==> src/rtl/ipi_delivery_scheduler_pkg.sv <==
// Shared types for the IPI delivery scheduler.
//   core_id_t          : core identifier on the ring
//   ring_packet        : packet as presented by the ring stop
//   ipi_entry_t        : what is queued per IPI (sender + reason word)
//   ipi_state_e        : delivery FSM state, exported for debug
package ipi_delivery_scheduler_pkg;

  localparam int NUM_CORES = 8;
  localparam int CORE_ID_W = $clog2(NUM_CORES);

  typedef logic [CORE_ID_W-1:0] core_id_t;

  typedef enum logic [1:0] {
    RING_PACKET_KIND_NONE  = 2'd0,
    RING_PACKET_KIND_IPI   = 2'd1,
    RING_PACKET_KIND_MSG   = 2'd2,
    RING_PACKET_KIND_FLUSH = 2'd3
  } ring_packet_kind_t;

  typedef struct packed {
    logic                  valid;
    ring_packet_kind_t     kind;
    core_id_t              sender_id;
    logic [NUM_CORES-1:0]  dest_vector;
    logic [31:0]           ipi_reason;
  } ring_packet;

  typedef struct packed {
    core_id_t    sender;
    logic [31:0] reason;
  } ipi_entry_t;

  typedef enum logic [1:0] {
    ST_IDLE   = 2'd0,
    ST_ASSERT = 2'd1,
    ST_GAP    = 2'd2
  } ipi_state_e;

endpackage

==> src/rtl/ipi_delivery_scheduler_if.sv <==
// Bus bundle between ring stop / core (master side) and the scheduler (slave).
//   rx_issue, rx_packet -> packet offer from the ring stop
//   rx_ready            <- scheduler has room
//   ipi_interrupt_ack   -> core acknowledge (level)
//   ipi_interrupt_out, ipi_reason_out, ipi_issuer_out <- delivery to core
//
// Handshake: a packet transfers on a clk edge where rx_issue=1 and rx_ready=1.
// rx_ready depends only on registered occupancy, never on rx_issue. Issuing
// while rx_ready=0 is a protocol violation: the packet is dropped and counted.
// On the core side, ipi_interrupt_out stays high with a stable payload until
// the core raises ipi_interrupt_ack; the ack must fall again before the next
// IPI can be presented.
interface ipi_delivery_scheduler_if;
  import ipi_delivery_scheduler_pkg::*;

  logic        rx_issue;
  ring_packet  rx_packet;
  logic        rx_ready;
  logic        ipi_interrupt_ack;
  logic        ipi_interrupt_out;
  logic [31:0] ipi_reason_out;
  core_id_t    ipi_issuer_out;

  modport master (
    output rx_issue, rx_packet, ipi_interrupt_ack,
    input  rx_ready, ipi_interrupt_out, ipi_reason_out, ipi_issuer_out
  );

  modport slave (
    input  rx_issue, rx_packet, ipi_interrupt_ack,
    output rx_ready, ipi_interrupt_out, ipi_reason_out, ipi_issuer_out
  );
endinterface

==> src/rtl/ipi_delivery_scheduler_fifo.sv <==
// Small FIFO of ipi_entry_t with a separate occupancy counter.
//   push/push_data : write at tail when not full
//   pop/pop_data   : pop_data is the head; pop advances when not empty
//   full/empty/count : derived from the count register
module ipi_delivery_scheduler_fifo
  import ipi_delivery_scheduler_pkg::*;
#(
  parameter int DEPTH = 4
) (
  input  logic                   clk,
  input  logic                   reset,
  input  logic                   push,
  input  ipi_entry_t             push_data,
  input  logic                   pop,
  output ipi_entry_t             pop_data,
  output logic                   full,
  output logic                   empty,
  output logic [$clog2(DEPTH):0] count
);
  localparam int PTR_W = $clog2(DEPTH);
  localparam int CNT_W = PTR_W + 1;

  ipi_entry_t       mem_q [DEPTH];
  logic [PTR_W-1:0] wr_ptr_q, wr_ptr_d;
  logic [PTR_W-1:0] rd_ptr_q, rd_ptr_d;
  logic [CNT_W-1:0] count_q, count_d;
  logic             do_push, do_pop;

  assign full     = (count_q == CNT_W'(DEPTH));
  assign empty    = (count_q == '0);
  assign count    = count_q;
  assign pop_data = mem_q[rd_ptr_q];
  assign do_push  = push & ~full;
  assign do_pop   = pop & ~empty;

  always_comb begin
    wr_ptr_d = wr_ptr_q;
    rd_ptr_d = rd_ptr_q;
    count_d  = count_q;
    if (do_push) wr_ptr_d = wr_ptr_q + PTR_W'(1);
    if (do_pop)  rd_ptr_d = rd_ptr_q + PTR_W'(1);
    unique case ({do_push, do_pop})
      2'b10:   count_d = count_q + CNT_W'(1);
      2'b01:   count_d = count_q - CNT_W'(1);
      default: count_d = count_q;
    endcase
  end

  always_ff @(posedge clk) begin
    if (reset) begin
      wr_ptr_q <= '0;
      rd_ptr_q <= '0;
      count_q  <= '0;
    end else begin
      wr_ptr_q <= wr_ptr_d;
      rd_ptr_q <= rd_ptr_d;
      count_q  <= count_d;
    end
  end

  // Storage needs no reset; validity is tracked by count_q.
  always_ff @(posedge clk) begin
    if (do_push) mem_q[wr_ptr_q] <= push_data;
  end
endmodule

==> src/rtl/ipi_delivery_scheduler.sv <==
// IPI delivery scheduler: filters ring packets addressed to this core, queues
// them, and presents them to the core one at a time under interrupt/ack.
//   clk, reset    : clock, synchronous active-high reset
//   core_id       : this core's ID (static after reset)
//   bus (slave)   : ring-stop receive side and core interrupt side
//   pending_count : queued entries, excluding the one being presented
//   drop_count    : saturating count of packets issued while full
//   debug_state   : delivery FSM state
module ipi_delivery_scheduler
  import ipi_delivery_scheduler_pkg::*;
#(
  parameter int DEPTH      = 4,
  parameter int MIN_GAP    = 1,
  parameter int DROP_CTR_W = 8
) (
  input  logic                    clk,
  input  logic                    reset,
  input  core_id_t                core_id,
  ipi_delivery_scheduler_if.slave bus,
  output logic [$clog2(DEPTH):0]  pending_count,
  output logic [DROP_CTR_W-1:0]   drop_count,
  output ipi_state_e              debug_state
);
  localparam int GAP_W = (MIN_GAP > 1) ? $clog2(MIN_GAP) : 1;

  ipi_state_e            state_q, state_d;
  logic                  int_q, int_d;
  logic [31:0]           reason_q, reason_d;
  core_id_t              issuer_q, issuer_d;
  logic [GAP_W-1:0]      gap_q, gap_d;
  logic [DROP_CTR_W-1:0] drop_q, drop_d;

  logic       accept;
  logic       fifo_pop, fifo_full, fifo_empty;
  ipi_entry_t fifo_head, fifo_in;

  assign accept = bus.rx_issue & bus.rx_packet.valid &
                  (bus.rx_packet.kind == RING_PACKET_KIND_IPI) &
                  bus.rx_packet.dest_vector[core_id];

  assign fifo_in.sender = bus.rx_packet.sender_id;
  assign fifo_in.reason = bus.rx_packet.ipi_reason;

  ipi_delivery_scheduler_fifo #(.DEPTH(DEPTH)) u_fifo (
    .clk       (clk),
    .reset     (reset),
    .push      (accept),
    .push_data (fifo_in),
    .pop       (fifo_pop),
    .pop_data  (fifo_head),
    .full      (fifo_full),
    .empty     (fifo_empty),
    .count     (pending_count)
  );

  assign bus.rx_ready          = ~fifo_full;
  assign bus.ipi_interrupt_out = int_q;
  assign bus.ipi_reason_out    = reason_q;
  assign bus.ipi_issuer_out    = issuer_q;
  assign drop_count            = drop_q;
  assign debug_state           = state_q;

  always_comb begin
    state_d  = state_q;
    int_d    = int_q;
    reason_d = reason_q;
    issuer_d = issuer_q;
    gap_d    = gap_q;
    drop_d   = drop_q;
    fifo_pop = 1'b0;

    if (accept && fifo_full && (drop_q != {DROP_CTR_W{1'b1}}))
      drop_d = drop_q + 1'b1;

    unique case (state_q)
      // IDLE sees only registered occupancy: a push this cycle is delivered
      // next cycle, there is no bypass.
      ST_IDLE: begin
        if (!fifo_empty) begin
          fifo_pop = 1'b1;
          reason_d = fifo_head.reason;
          issuer_d = fifo_head.sender;
          int_d    = 1'b1;
          state_d  = ST_ASSERT;
        end
      end
      ST_ASSERT: begin
        if (bus.ipi_interrupt_ack) begin
          int_d   = 1'b0;
          gap_d   = GAP_W'(MIN_GAP - 1);
          state_d = ST_GAP;
        end
      end
      // Leaving GAP also requires the ack to have dropped, so one long ack
      // cannot retire the next IPI as well.
      ST_GAP: begin
        if (gap_q != '0)
          gap_d = gap_q - GAP_W'(1);
        else if (!bus.ipi_interrupt_ack)
          state_d = ST_IDLE;
      end
      default: state_d = ST_IDLE;
    endcase
  end

  always_ff @(posedge clk) begin
    if (reset) begin
      state_q  <= ST_IDLE;
      int_q    <= 1'b0;
      reason_q <= '0;
      issuer_q <= '0;
      gap_q    <= '0;
      drop_q   <= '0;
    end else begin
      state_q  <= state_d;
      int_q    <= int_d;
      reason_q <= reason_d;
      issuer_q <= issuer_d;
      gap_q    <= gap_d;
      drop_q   <= drop_d;
    end
  end
endmodule

==> src/flat_wrapper.sv <==
// flat-port wrapper written by rule: the top's interface ports become plain ports
module ipi_delivery_scheduler_flat import ipi_delivery_scheduler_pkg::*;
#(
  parameter int DEPTH      = 4,
  parameter int MIN_GAP    = 1,
  parameter int DROP_CTR_W = 8
)
  (clk, reset, core_id, pending_count, drop_count, debug_state, bus_rx_issue, bus_rx_packet, bus_ipi_interrupt_ack, bus_rx_ready, bus_ipi_interrupt_out, bus_ipi_reason_out, bus_ipi_issuer_out);
  ipi_delivery_scheduler_if bus_i ();
  input  logic clk;
  input  logic reset;
  input  core_id_t core_id;
  output logic [$clog2(DEPTH):0] pending_count;
  output logic [DROP_CTR_W-1:0] drop_count;
  output ipi_state_e debug_state;
  input wire logic [$bits(bus_i.rx_issue)-1:0] bus_rx_issue;
  input wire logic [$bits(bus_i.rx_packet)-1:0] bus_rx_packet;
  input wire logic [$bits(bus_i.ipi_interrupt_ack)-1:0] bus_ipi_interrupt_ack;
  output wire logic [$bits(bus_i.rx_ready)-1:0] bus_rx_ready;
  output wire logic [$bits(bus_i.ipi_interrupt_out)-1:0] bus_ipi_interrupt_out;
  output wire logic [$bits(bus_i.ipi_reason_out)-1:0] bus_ipi_reason_out;
  output wire logic [$bits(bus_i.ipi_issuer_out)-1:0] bus_ipi_issuer_out;
  assign bus_i.rx_issue = bus_rx_issue;
  assign bus_i.rx_packet = bus_rx_packet;
  assign bus_i.ipi_interrupt_ack = bus_ipi_interrupt_ack;
  assign bus_rx_ready = bus_i.rx_ready;
  assign bus_ipi_interrupt_out = bus_i.ipi_interrupt_out;
  assign bus_ipi_reason_out = bus_i.ipi_reason_out;
  assign bus_ipi_issuer_out = bus_i.ipi_issuer_out;
  ipi_delivery_scheduler #(.DEPTH(DEPTH), .MIN_GAP(MIN_GAP), .DROP_CTR_W(DROP_CTR_W)) u_core (.clk(clk), .reset(reset), .core_id(core_id), .bus(bus_i), .pending_count(pending_count), .drop_count(drop_count), .debug_state(debug_state));
endmodule
==> config.mk <==
export PLATFORM = sky130hd
export DESIGN_NAME = ipi_delivery_scheduler_flat
export DESIGN_NICKNAME = d
export VERILOG_FILES = /design/src/rtl/ipi_delivery_scheduler_pkg.sv /design/src/rtl/ipi_delivery_scheduler_if.sv /design/src/rtl/ipi_delivery_scheduler_fifo.sv /design/src/rtl/ipi_delivery_scheduler.sv /design/src/flat_wrapper.sv
export SDC_FILE = /design/constraint.sdc
export NUM_CORES = 1
export LEC_CHECK = 0
export ABC_AREA = 1
export CORE_MARGIN = 1
export CORE_UTILIZATION = 45
export CTS_CLUSTER_DIAMETER = 100
export DETAILED_ROUTE_END_ITERATION = 16
export PLACE_DENSITY = 0.68
export SLEW_MARGIN = 20
export SYNTH_ARGS = -nofsm -noshare
export SYNTH_HDL_FRONTEND = slang
export SYNTH_SLANG_ARGS = --single-unit
==> constraint.sdc <==
create_clock -name clk -period 9.8 [get_ports clk]
set_clock_uncertainty 0.05 [all_clocks]
set_input_delay 2.94 -clock clk [delete_from_list [all_inputs] [get_ports clk]]
set_output_delay 2.94 -clock clk [all_outputs]
set_load 0.05 [all_outputs]
Yosys cells after proc, flatten, opt, wreduce, memory -nomap -nowiden
Memories as Yosys holds them, arrays and structs flattened. A register that Yosys moved wholly into a read port is not among the register bits.
Index checks and enable logic that the tools add are counted.
- logic and storage cells: 61
- output and inout port bits: 50
- memories kept: 1
- RAM bits: 140
- input bits: 53
- flip-flop bits (word level): 19
- memories (name ; depth ; bits a word ; read ports ; clocked after memory_dff ; wr ports ; RTL line ; text):
    u_core.u_fifo.mem_q ; 4 ; 35 ; 1 ; 1 ; 1 ; ipi_delivery_scheduler_fifo.sv:23 ; ipi_entry_t mem_q [DEPTH];
- muxes and demuxes: 17
- order comparisons: 1
- reduce and logical (&&, ||, !) cells: 11
- add/subtract/negate cells: 6
- bitwise operators: 7
- equality and inequality tests: 11
- operators with widths (operator ; count):
    $add 8x1->8 const B ; 1
    $mux 1 ; 8
    $mux 2 ; 4
    $ne 2x2->1 const B ; 4
    $ne 8x8->1 const B ; 1
    $eq 2x1->1 const B ; 3
    $pmux 2 s3 ; 1
    $pmux 3 s2 ; 1
    $reduce_bool 2->1 ; 3
    $and 1x1->1 ; 5
    $add 2x1->2 const B ; 2
    $eq 2x2->1 const B ; 2
    $lt 3x4->1 const B ; 1
    $pmux 1 s2 ; 2
    $reduce_and 2->1 ; 2
    $reduce_and 4->1 ; 1
    $add 3x1->3 const B ; 1
    $bmux 1 s3 ; 1
    $eq 3x3->1 const B ; 1
    $logic_not 3->1 ; 1
    $reduce_and 3->1 ; 1
    $sub 3x1->3 const B ; 1
    $logic_and 1x1->1 ; 2
    $logic_not 2->1 ; 1
    other kinds (2) ; 3

Logic depth before layout (Yosys ltp)
Gate-level depths: netlist of the first run.
- depth after elaboration: 6
- depth in mapped cells: 15
- mapped depth without buffers: 15

Hierarchy
A second synthesis of the first run with hierarchy kept.
- cells, all modules: 671
- area total of the unflattened synthesis: 7582.3 um^2
- by module, submodules not included (module ; area an instance (um^2) ; seq. area each (um^2) ; times used ; cells an instance):
    ipi_delivery_scheduler_fifo ; 5670.4 ; 4384.2 ; 1 ; 408
    ipi_delivery_scheduler ; 1911.8 ; 920.9 ; 1 ; 263

Worst setup path before layout of the first run
Ideal clock, no wire load.
- path type: input to register
- start point: input port bus_rx_issue
- end point: memory u_core.u_fifo.mem_q[0][0] (netlist name) (enable)
- cell stages on the path: 6
- setup time: 0.427 ns
- arrival time: 5.204 ns
- required time: 9.323 ns
- path slack: 4.119 ns
- buffers on the path: 0
- path through: nand2_1 nor3b_4 nand2_1 nor2_2 nand2_2 nor2_1
- longest elaborated chain between the ends: 6
- ends and longest elaborated chain (element ; RTL line ; text):
    from (decl) ; flat_wrapper.sv:16 ; input wire logic [$bits(bus_i.rx_issue)-1:0] bus_rx_issue;
    $and 1x1->1 (2 in series) ; ipi_delivery_scheduler.sv:37 ; assign accept = bus.rx_issue & bus.rx_packet.valid &
    $and 1x1->1 ; ipi_delivery_scheduler.sv:38 ; (bus.rx_packet.kind == RING_PACKET_KIND_IPI) &
    $and 1x1->1 ; ipi_delivery_scheduler_fifo.sv:33 ; assign do_push = push & ~full;
    $mux 1 ; ipi_delivery_scheduler_fifo.sv:63 ; if (do_push) mem_q[wr_ptr_q] <= push_data;
    $mux 1 (implied by the code) ; ipi_delivery_scheduler_fifo.sv:63 ;
    to (decl) ; ipi_delivery_scheduler_fifo.sv:23 ;
No other way between the ends.

Worst setup path after layout of the first run
- start point: input port bus_rx_packet[45]
- end point: memory u_core.u_fifo.mem_q[0][1] (netlist name) (enable)
- longest elaborated chain between the ends: 6
- ends and longest elaborated chain (element ; RTL line ; text):
    from (decl) ; flat_wrapper.sv:17 ; input wire logic [$bits(bus_i.rx_packet)-1:0] bus_rx_packet;
    $and 1x1->1 (2 in series) ; ipi_delivery_scheduler.sv:37 ;
    $and 1x1->1 ; ipi_delivery_scheduler.sv:38 ;
    $and 1x1->1 ; ipi_delivery_scheduler_fifo.sv:33 ;
    $mux 1 ; ipi_delivery_scheduler_fifo.sv:63 ;
    $mux 1 (implied by the code) ; ipi_delivery_scheduler_fifo.sv:63 ;
No other way between the ends.

==> results of run 1 <==
## layout by cell type (no fill, tap or decap), drive strengths merged
cell / count
o21ai: 109
nor3: 6
nand4: 9
clkdlybuf4s50: 102
buf: 6
edfxtp: 140
a31oi: 35
inv: 32
nand2: 45
fa: 1
nor2: 164
clkbuf: 22
a21oi: 13
or2: 1
nand3b: 1
bufinv: 1
dfxtp: 53
clkinv: 5
nor3b: 1
clkinvlp: 1
ha: 6
nand3: 10
## area by class of cell
type / instances / area, um2 / share of cell area (%)
Clock buffer: 22 / 484.2 / 5.225
Inverter: 30 / 112.6 / 1.215
Multi-Input combinational cell: 401 / 1942 / 20.95
Timing Repair Buffer: 108 / 1111 / 11.99
Clock inverter: 9 / 80.08 / 0.8640
Sequential cell: 193 / 5268 / 56.84
Tap cell: 216 / 270.3 / 2.916
## worst max-delay path by stage
stage                                  from                                    to  slack [ps]
after global placement         bus_rx_issue   u_core.u_fifo.mem_q[3][8]$_DFFE_PP_        4080
final                     bus_rx_packet[45]   u_core.u_fifo.mem_q[0][1]$_DFFE_PP_        4550
after CTS                 bus_rx_packet[45]  u_core.u_fifo.mem_q[3][27]$_DFFE_PP_        4450
after floorplan                bus_rx_issue   u_core.u_fifo.mem_q[0][0]$_DFFE_PP_        4120
after detailed placement  bus_rx_packet[45]   u_core.u_fifo.mem_q[3][8]$_DFFE_PP_        4020
after global routing      bus_rx_packet[45]   u_core.u_fifo.mem_q[0][9]$_DFFE_PP_        4320
## stage by stage
| stage | utilization [%] | std cells | hold slack [ps] | setup WS [ps] |
|---|---|---|---|---|
| 2_1_floorplan | - | 658 | 424.1 | 4119 |
| 3_3_place_gp | 53.78 | 945 | 406.2 | 4076 |
| 3_5_place_dp | 53.78 | 945 | 418.1 | 4016 |
| 4_1_cts | 57.29 | 976 | 428.1 | 4449 |
| 5_1_grt | 57.71 | 979 | 455.1 | 4316 |
| 6_report | 57.71 | 979 | 429.1 | 4548 |
## sequential cells by signal, indices dropped and copies added (netlist names)
signal / flops
u_core.debug_state: 2
u_core.drop_count: 8
u_core.bus.ipi_issuer_out: 3
u_core.bus.ipi_interrupt_out: 1
u_core.bus.ipi_reason_out: 32
u_core.u_fifo.rd_ptr_q: 2
u_core.u_fifo.count: 3
u_core.u_fifo.mem_q: 140
u_core.u_fifo.wr_ptr_q: 2
## critical path, delay by kind of cell
| kind | cells | cell delay [ps] |
|---|---|---|
| buffers and inverters | 1 | 460 |
| and+or+nand+nor | 6 | 1820 |
## power by group
group / switching [mW] / internal (mW)
registers: 0.0626 / 0.965
clock network: 0.281 / 0.375
logic: 0.653 / 0.286
## logic make-up (layout without fill, tap and decap cells)
kind of cell,count (synthesis),after routing,synth area share (%)
compound gates,157,157,11.12
fa+ha+maj,7,7,1.275
buf+inv,64,169,3.775
flops,193,193,70.59
simple gates,237,237,13.24
## layer usage
layer,vias up,global-route usage [%],routed length (um)
met4,0,7.911,280
met5,-,0,0
li1,2501,-,-
met3,22,3.583,815
met2,158,32.34,7700
met1,2480,24.95,7060
==> results.sh, run 1 <==
export IMPL_grt_max_degree=74
export IMPL_io_pins=103
export IMPL_slew_violations=0
export IMPL_cts_sinks=193
export IMPL_endpoint_kind="register"
export IMPL_yosys_most_used_dff="edfxtp_1"
export IMPL_synth_top_cell_by_area="edfxtp_1"
export IMPL_synth_most_common_cell="nor2_1"
export IMPL_synth_edf_count=140
export IMPL_grt_pass1_wl_um=24720
export IMPL_path_cells="clkdlybuf4s50_1 > nand2_1 > nor3b_4 > nand2_1 > nor2_2 > nand2_2 > nor2_4"
export IMPL_antennaDiodeCount=0
export IMPL_worst_r2r_path_depth=10
export IMPL_routedWlPerCell_um=16.20
export IMPL_hold_path_startpoint="u_core.bus.ipi_interrupt_out$_SDFFE_PP0P_"
export IMPL_cts_root_buf="clkbuf_16"
export IMPL_final_nets=811
export IMPL_total_power_mw=2.622
export IMPL_avgSynthCellArea_um2=11.33
export IMPL_critPathKind="in2reg"
export IMPL_wl_um=15860
export IMPL_vias_per_cell=5.272
export IMPL_grt_pass1_vias=4944
export IMPL_clkSlewWorstSetupHoldPaths_ps=60
export IMPL_grtUsageTotal_pct=19.36
export IMPL_rrSetupSlack_ps=7120
export IMPL_period_share_pct=53.59
export IMPL_final_layout_size_suffix_gt1_share_pct=6.946
export IMPL_drt_initial_drc_count=375
export IMPL_ctsHoldBuffers=0
export IMPL_holdPathEnd="u_core.bus.ipi_interrupt_out$_SDFFE_PP0P_"
export IMPL_maxCapViolCount=0
export IMPL_yosysSeqAreaShare_pct=70.59
export IMPL_required_ps=9790
export IMPL_post_cts_buffers=0
export IMPL_place_detailed_hpwl_um=9591
export IMPL_syn_nets=718
export IMPL_ys_top_cells_by_count="nor2_1 (163), edfxtp_1 (140), o21ai_0 (76)"
export IMPL_cts_tree="done"
export IMPL_cts_htree_levels=4
export IMPL_rows=46
export IMPL_path_max_fanout=35
export IMPL_ir_drop_mv=0.1739
export IMPL_design_area_um2=9268
export IMPL_synthDominantCellAreaShare_pct=56.37
export IMPL_cp_common_cell="nand2_1"
export IMPL_firstDrtPassIters=5
export IMPL_ys_warn_count=0
export IMPL_finalWeightedCongestion=0.8707
export IMPL_clk_latency_ps=430
export IMPL_synthDistinctLibCells=26
export IMPL_arrival_ps=5240
export IMPL_synth_area_um2=7458
export IMPL_finalCriticalPeriod_ps=5252
export IMPL_fmax_ghz=0.1904
export IMPL_synthArstFlopShare_pct=0
export IMPL_critPathSlowestCell="nor2_4"
export IMPL_start_kind="primary input"
export IMPL_synthCells=658
export IMPL_slew_headroom_pct=29.41
export IMPL_overflow=0
export IMPL_synth_area_leaders="edfxtp_1 (56%), dfxtp_1 (14%), nor2_1 (8.2%), o21ai_0 (5.1%), a31oi_1 (2.9%)"
export IMPL_cts_buffers_inserted=17
export IMPL_n_fill_cell=1288
export IMPL_timing_final_hold_violations=0
export IMPL_finalSetupViolations=0
export IMPL_worst_pin_slew_ps=1056
export IMPL_design_die_area_um2=17090
export IMPL_die_h_um=130.7
export IMPL_placed_area_um2=8636
export IMPL_outcome="completed"
export IMPL_vias=5161
export IMPL_portBuffers=102
export IMPL_antenna_found_initial=0
export IMPL_area_growth_syn_to_layout_pct=24.26
export IMPL_drc=0
export IMPL_r2r_start="u_core.u_fifo.count[1]$_SDFFE_PP0P_"
export IMPL_r2r_end="u_core.u_fifo.count[2]$_SDFFE_PP0P_"
export IMPL_p_per_area_nw_per_um2=283.0
export IMPL_slowest_delay_ps=850
export IMPL_start_util_pct=46.45
export IMPL_fin_setup_tns_ps=0
export IMPL_hold_path_class="reg2reg"
export IMPL_core_um2=16060
export IMPL_ys_ff_latch=193
export IMPL_fp_dieW_um=130.7
export IMPL_clock_path_buffers=2
export IMPL_hold_depth=2
export IMPL_cts_resized=0
export IMPL_p_leak_nw=3.188
export IMPL_postRouteAntennaNets=0
export IMPL_rsz0062_at_grt="false"
No activity file was read; power rests on OpenSTA's default activity.
==> run 2, diff against run 1 <==
--- a/config.mk
+++ b/config.mk
@@ -10,7 +10,7 @@
 export CORE_UTILIZATION = 45
 export CTS_CLUSTER_DIAMETER = 100
 export DETAILED_ROUTE_END_ITERATION = 16
-export PLACE_DENSITY = 0.68
+export PLACE_DENSITY = 0.7
 export SLEW_MARGIN = 20
 export SYNTH_ARGS = -nofsm -noshare
 export SYNTH_HDL_FRONTEND = slang
==> constraint.sdc (replaced) <==
create_clock -name clk -period 4.6 [get_ports clk]
set_clock_uncertainty 0.05 [all_clocks]
set_input_delay 1.38 -clock clk [delete_from_list [all_inputs] [get_ports clk]]
set_output_delay 1.38 -clock clk [all_outputs]
set_load 0.05 [all_outputs]
==> run 2 against run 1 <==
Non-clock buffer count up 2. Sequential power up 110%. Cell count up 0.31%. Clock power up 130%. Highest routed layer unchanged. Hold slack worse by 6.9 ps. Total power up 120%. Register-to-register slack worse by 5300 ps.
==> results.sh, run 2 (same netlist as run 1, synthesis figures left out) <==
export IMPL_outcome="completed"
export IMPL_final_core_util_pct=57.93
export IMPL_place_detailed_hpwl_um=10010
export IMPL_cts_resized=0
export IMPL_largest_register_ffs=140
export IMPL_path_max_fanout=7
export IMPL_maxCapViolCount=0
export IMPL_final_layout_size_suffix_gt1_share_pct=7.311
export IMPL_design_die_area_um2=17090
export IMPL_wl_um=16380
export IMPL_cts_buffers_inserted=17
export IMPL_grt_pass1_vias=5078
export IMPL_ctsHoldBuffers=0
export IMPL_firstDrtPassIters=5
export IMPL_vias_per_cell=5.244
export IMPL_cts_htree_levels=4
export IMPL_io_pins=103
export IMPL_antennaDiodeCount=0
export IMPL_portBuffers=102
export IMPL_routedWlPerCell_um=16.68
export IMPL_cp_common_cell="a21oi_1"
export IMPL_clock_path_buffers=2
export IMPL_path_cells="clkdlybuf4s50_1 > inv_2 > nand2_1 > nand3_1 > a21oi_1 > nor2_2 > nand2_2 > ha_1 > inv_1 > fa_1 > a21oi_1 > o21ai_0 > o21ai_0 > a21oi_1"
export IMPL_period_share_pct=81.41
export IMPL_critPathSlowestCell="clkdlybuf4s50_1"
export IMPL_finalCriticalPeriod_ps=3745
export IMPL_finalSetupViolations=0
export IMPL_clkSlewWorstSetupHoldPaths_ps=70
export IMPL_slowest_delay_ps=560
export IMPL_r2r_start="u_core.u_fifo.count[1]$_SDFFE_PP0P_"
export IMPL_finalWeightedCongestion=0.8582
export IMPL_rrSetupSlack_ps=1780
export IMPL_antenna_found_initial=0
export IMPL_worst_pin_slew_ps=1026
export IMPL_drt_initial_drc_count=481
export IMPL_startpoint="core_id[0]"
export IMPL_cts_sinks=193
export IMPL_hold_path_startpoint="u_core.bus.ipi_interrupt_out$_SDFFE_PP0P_"
export IMPL_required_ps=4860
export IMPL_cts_root_buf="clkbuf_16"
export IMPL_fp_dieW_um=130.7
export IMPL_clk_latency_ps=430
export IMPL_swShare_pct=38.30
export IMPL_vias=5150
export IMPL_core_um2=16060
export IMPL_start_util_pct=46.45
export IMPL_hold_path_class="reg2reg"
export IMPL_start_kind="primary input"
export IMPL_hold_depth=2
export IMPL_ir_drop_mv=0.3570
export IMPL_drc=0
export IMPL_grt_max_degree=74
export IMPL_grtUsageTotal_pct=20.66
export IMPL_intPower_mw=3.529
export IMPL_p_clk_share_pct=26.4
export IMPL_holdPathEnd="u_core.bus.ipi_interrupt_out$_SDFFE_PP0P_"
export IMPL_placed_area_um2=8698
export IMPL_fmax_ghz=0.2670
export IMPL_overflow=0
export IMPL_pwr_share_comb_pct=35.0
export IMPL_cts_tree="done"
export IMPL_p_leak_nw=3.206
export IMPL_critPathKind="in2reg"
export IMPL_die_h_um=130.7
export IMPL_slew_headroom_pct=31.52
export IMPL_area_growth_syn_to_layout_pct=24.73
export IMPL_final_cell_mix="nor2_1 (159), edfxtp_1 (140), clkdlybuf4s50_1 (102), o21ai_0 (76), dfxtp_1 (51)"
export IMPL_worst_r2r_path_depth=10
export IMPL_total_power_mw=5.719
export IMPL_rows=46
export IMPL_worst_hold_slack_ps=422.2
export IMPL_timing_final_hold_violations=0
export IMPL_endpoint_kind="register"
export IMPL_pwr_share_seq_pct=38.6
export IMPL_r2r_end="u_core.u_fifo.count[2]$_SDFFE_PP0P_"
export IMPL_fin_setup_tns_ps=0
export IMPL_arrival_ps=4000
export IMPL_mostFrequentLayoutCell="nor2_1"
export IMPL_final_nets=813
export IMPL_p_per_area_nw_per_um2=614.8
export IMPL_post_cts_buffers=0
export IMPL_grt_pass1_wl_um=26160
export IMPL_top_register="u_core.u_fifo.mem_q"
export IMPL_design_area_um2=9303
export IMPL_switchingPower_mw=2.191
export IMPL_postRouteAntennaNets=0
export IMPL_slew_violations=0
export IMPL_rsz0062_at_grt="false"
[run 2: changes by cell type in the layout (fill, tap and decap cells not counted)]
cell and change:
buf_4 +3, inv_6 +2, clkinv_2 -2, clkinv_1 +1
bufinv_16 +2, clkinvlp_4 +1, inv_8 +1, clkbuf_8 -4
clkbuf_1 -1, clkinv_4 +1, buf_16 -1
[run 2: worst max-delay path by stage]
stage / cells after the start / slack [ps] / end
finish: 14 / 860 / u_core.u_fifo.count[2]$_SDFFE_PP0P_
detailed placement: 14 / 500 / u_core.u_fifo.count[2]$_SDFFE_PP0P_
global route: 14 / 600 / u_core.u_fifo.count[2]$_SDFFE_PP0P_
CTS: 14 / 930 / u_core.u_fifo.count[2]$_SDFFE_PP0P_
global placement: 14 / 720 / u_core.u_fifo.count[2]$_SDFFE_PP0P_
floorplan: 6 / 480 / u_core.u_fifo.mem_q[0][0]$_DFFE_PP_
[run 2: critical path: cells and delay by family]
family	cells	cell delay, ps
adder cells (fa/ha/maj)	2	610
AND/OR/NAND/NOR	4	520
AO/OA/AOI/OAI	5	770
buffers and inverters	3	720
[run 2: per-stage QoR]
step,cells,setup slack (ps)
after floorplan,658,478.7
after global placement,950,718.8
after detailed placement,950,495.7
after CTS,982,933.3
after global routing,982,599.0
final,982,855.2
[run 2: cell type report]
| class | count | area (um2) |
|---|---|---|
| repair buffers | 110 | 1106 |
| fillers | 1287 | 6755 |
| clock buffers | 17 | 425.4 |
| clock inverters | 15 | 178.9 |
| flip-flops and latches | 193 | 5268 |
| well taps | 216 | 270.3 |
| multi-input cells | 401 | 1942 |
| inverters | 30 | 112.6 |
[run 2: power groups by stage]
stage	clock network [mW]	registers [mW]	logic (mW)
finish	1.51	2.21	2.00
global route	1.59	2.23	2.19
CTS	1.53	2.21	2.02
detailed placement	0	2.24	2.01
global placement	0	2.23	1.96
floorplan	0	2.77	0.902
[run 2: per-layer routing]
layer | track usage (%) | vias to the layer above | wire length, um
li1 | - | 2503 | -
met1 | 25.90 | 2477 | 7012
met2 | 35.76 | 149 | 8376
met3 | 3.746 | 21 | 749
met4 | 7.708 | 0 | 244
met5 | 0 | - | 0
==> run 3, diff against run 2 <==
==> constraint.sdc (replaced) <==
create_clock -name clk -period 3.1 [get_ports clk]
set_clock_uncertainty 0.05 [all_clocks]
set_input_delay 0.93 -clock clk [delete_from_list [all_inputs] [get_ports clk]]
set_output_delay 0.93 -clock clk [all_outputs]
set_load 0.05 [all_outputs]
==> run 3 against run 2 <==
Setup slack worse by 670 ps. Total power increased by 47%. Critical path type is now reg2out. Via count fell by 0.52%.
==> results.sh, run 3 (same netlist as run 1, synthesis figures left out) <==
export IMPL_outcome="completed"
export IMPL_final_layout_size_suffix_gt1_share_pct=8.098
export IMPL_ctsHoldBuffers=0
export IMPL_slew_headroom_pct=30.39
export IMPL_wl_um=16010
export IMPL_drc=0
export IMPL_grt_max_degree=73
export IMPL_drt_initial_drc_count=425
export IMPL_grt_pass1_wl_um=25530
export IMPL_worst_r2r_path_depth=6
export IMPL_holdPathEnd="u_core.bus.ipi_interrupt_out$_SDFFE_PP0P_"
export IMPL_area_growth_syn_to_layout_pct=26.44
export IMPL_routedWlPerCell_um=16.10
export IMPL_post_cts_buffers=0
export IMPL_r2r_start="u_core.u_fifo.count[1]$_SDFFE_PP0P_"
export IMPL_portBuffers=102
export IMPL_clock_path_buffers=2
export IMPL_hold_depth=2
export IMPL_clkSlewWorstSetupHoldPaths_ps=60
export IMPL_postRouteAntennaNets=0
export IMPL_die_h_um=130.7
export IMPL_final_cell_mix="nor2_1 (159), edfxtp_1 (140), clkdlybuf4s50_1 (102), o21ai_0 (76), dfxtp_1 (51)"
export IMPL_finalSetupViolations=0
export IMPL_total_power_mw=8.425
export IMPL_cts_htree_levels=4
export IMPL_start_kind="register"
export IMPL_path_max_fanout=5
export IMPL_top_register="u_core.u_fifo.mem_q"
export IMPL_hold_path_startpoint="u_core.bus.ipi_interrupt_out$_SDFFE_PP0P_"
export IMPL_p_leak_nw=3.273
export IMPL_p_per_area_nw_per_um2=893.4
export IMPL_n_fill_cell=1244
export IMPL_place_detailed_hpwl_um=9651
export IMPL_clk_latency_ps=420
export IMPL_timing_final_hold_violations=0
export IMPL_cts_sinks=193
export IMPL_cts_root_buf="clkbuf_16"
export IMPL_finalCriticalPeriod_ps=2920
export IMPL_fp_dieW_um=130.7
export IMPL_required_ps=2120
export IMPL_finalWeightedCongestion=0.7820
export IMPL_cts_buffers_inserted=17
export IMPL_vias=5123
export IMPL_overflow=0
export IMPL_io_pins=103
export IMPL_fmax_ghz=0.3425
export IMPL_cts_tree="done"
export IMPL_slew_violations=0
export IMPL_arrival_ps=1940
export IMPL_rsz0062_at_grt="false"
export IMPL_start_util_pct=46.45
export IMPL_grt_pass1_vias=5039
export IMPL_rows=46
export IMPL_worst_pin_slew_ps=1043
export IMPL_critPathKind="reg2out"
export IMPL_largest_register_ffs=140
export IMPL_period_share_pct=94.18
export IMPL_r2r_end="u_core.u_fifo.rd_ptr_q[1]$_SDFFE_PP0P_"
export IMPL_rrSetupSlack_ps=1050
export IMPL_mostFrequentLayoutCell="nor2_1"
export IMPL_firstDrtPassIters=5
export IMPL_antenna_found_initial=0
export IMPL_maxCapViolCount=0
export IMPL_final_nets=825
export IMPL_grtUsageTotal_pct=19.99
export IMPL_hold_path_class="reg2reg"
export IMPL_core_um2=16060
export IMPL_cts_resized=0
export IMPL_vias_per_cell=5.154
export IMPL_endpoint_kind="output port"
export IMPL_ir_drop_mv=0.6114
export IMPL_design_die_area_um2=17090
export IMPL_antennaDiodeCount=0
export IMPL_fin_setup_tns_ps=0
==> run 3: changes by cell type in the layout (fill, tap and decap cells not counted) <==
cell / change
buf_4: +7
clkinv_4: -1
clkinv_1: -1
clkinvlp_4: -2
clkbuf_1: +6
buf_12: +5
inv_6: -1
inv_8: -1
==> run 3: routing by layer <==
layer | global-route usage (%) | share of wire (%)
met1 | 24.80 | 43
met2 | 34.92 | 51
met3 | 3.868 | 4.1
met4 | 7.032 | 1.4
met5 | 0 | 0
==> run 3: worst max-delay path by stage <==
stage / start / to / slack, ps / depth (start not counted)
2_1_floorplan: bus_rx_issue / u_core.u_fifo.mem_q[0][0]$_DFFE_PP_ / -570 / 6
4_1_cts: u_core.u_fifo.count[1]$_SDFFE_PP0P_ / bus_rx_ready / 160 / 3
6_report: u_core.u_fifo.count[1]$_SDFFE_PP0P_ / bus_rx_ready / 180 / 3
3_5_place_dp: core_id[0] / u_core.u_fifo.count[2]$_SDFFE_PP0P_ / -170 / 14
3_3_place_gp: core_id[0] / u_core.u_fifo.count[2]$_SDFFE_PP0P_ / -60 / 14
5_1_grt: core_id[0] / u_core.u_fifo.count[2]$_SDFFE_PP0P_ / 100 / 14
==> run 3: final cells by class <==
class / count / area [um2] / share of cell area (%)
Clock buffer: 23 / 447.9 / 4.750
Clock inverter: 9 / 131.4 / 1.393
Inverter: 30 / 112.6 / 1.194
Multi-Input combinational cell: 401 / 1942 / 20.59
Sequential cell: 193 / 5268 / 55.86
Tap cell: 216 / 270.3 / 2.866
Timing Repair Buffer: 122 / 1259 / 13.35
==> run 3: critical path: stages, from the launching register on <==
cell and delay [ps]:
dfxtp_1 460, nor3_4 70, inv_1 150, clkdlybuf4s50_1 840
==> run 3: where the power goes <==
part           internal (mW)  switching [mW]
Sequential              3.05           0.187
Combinational          0.937            2.08
Clock                   1.27           0.893
==> run 3: through the flow <==
step / instances / setup slack, ps / utilization (%) / instance area (um2) / hold slack, ps
floorplan: 658 / -571.3 / - / 7458 / 424.1
global placement: 962 / -59.95 / 55.12 / 8851 / 421.3
detailed placement: 962 / -168.8 / 55.12 / 8851 / 440.4
CTS: 994 / 163.1 / 58.73 / 9430 / 449.3
global route: 994 / 96.64 / 58.73 / 9430 / 470.7
finish: 994 / 180.4 / 58.73 / 9430 / 444.1
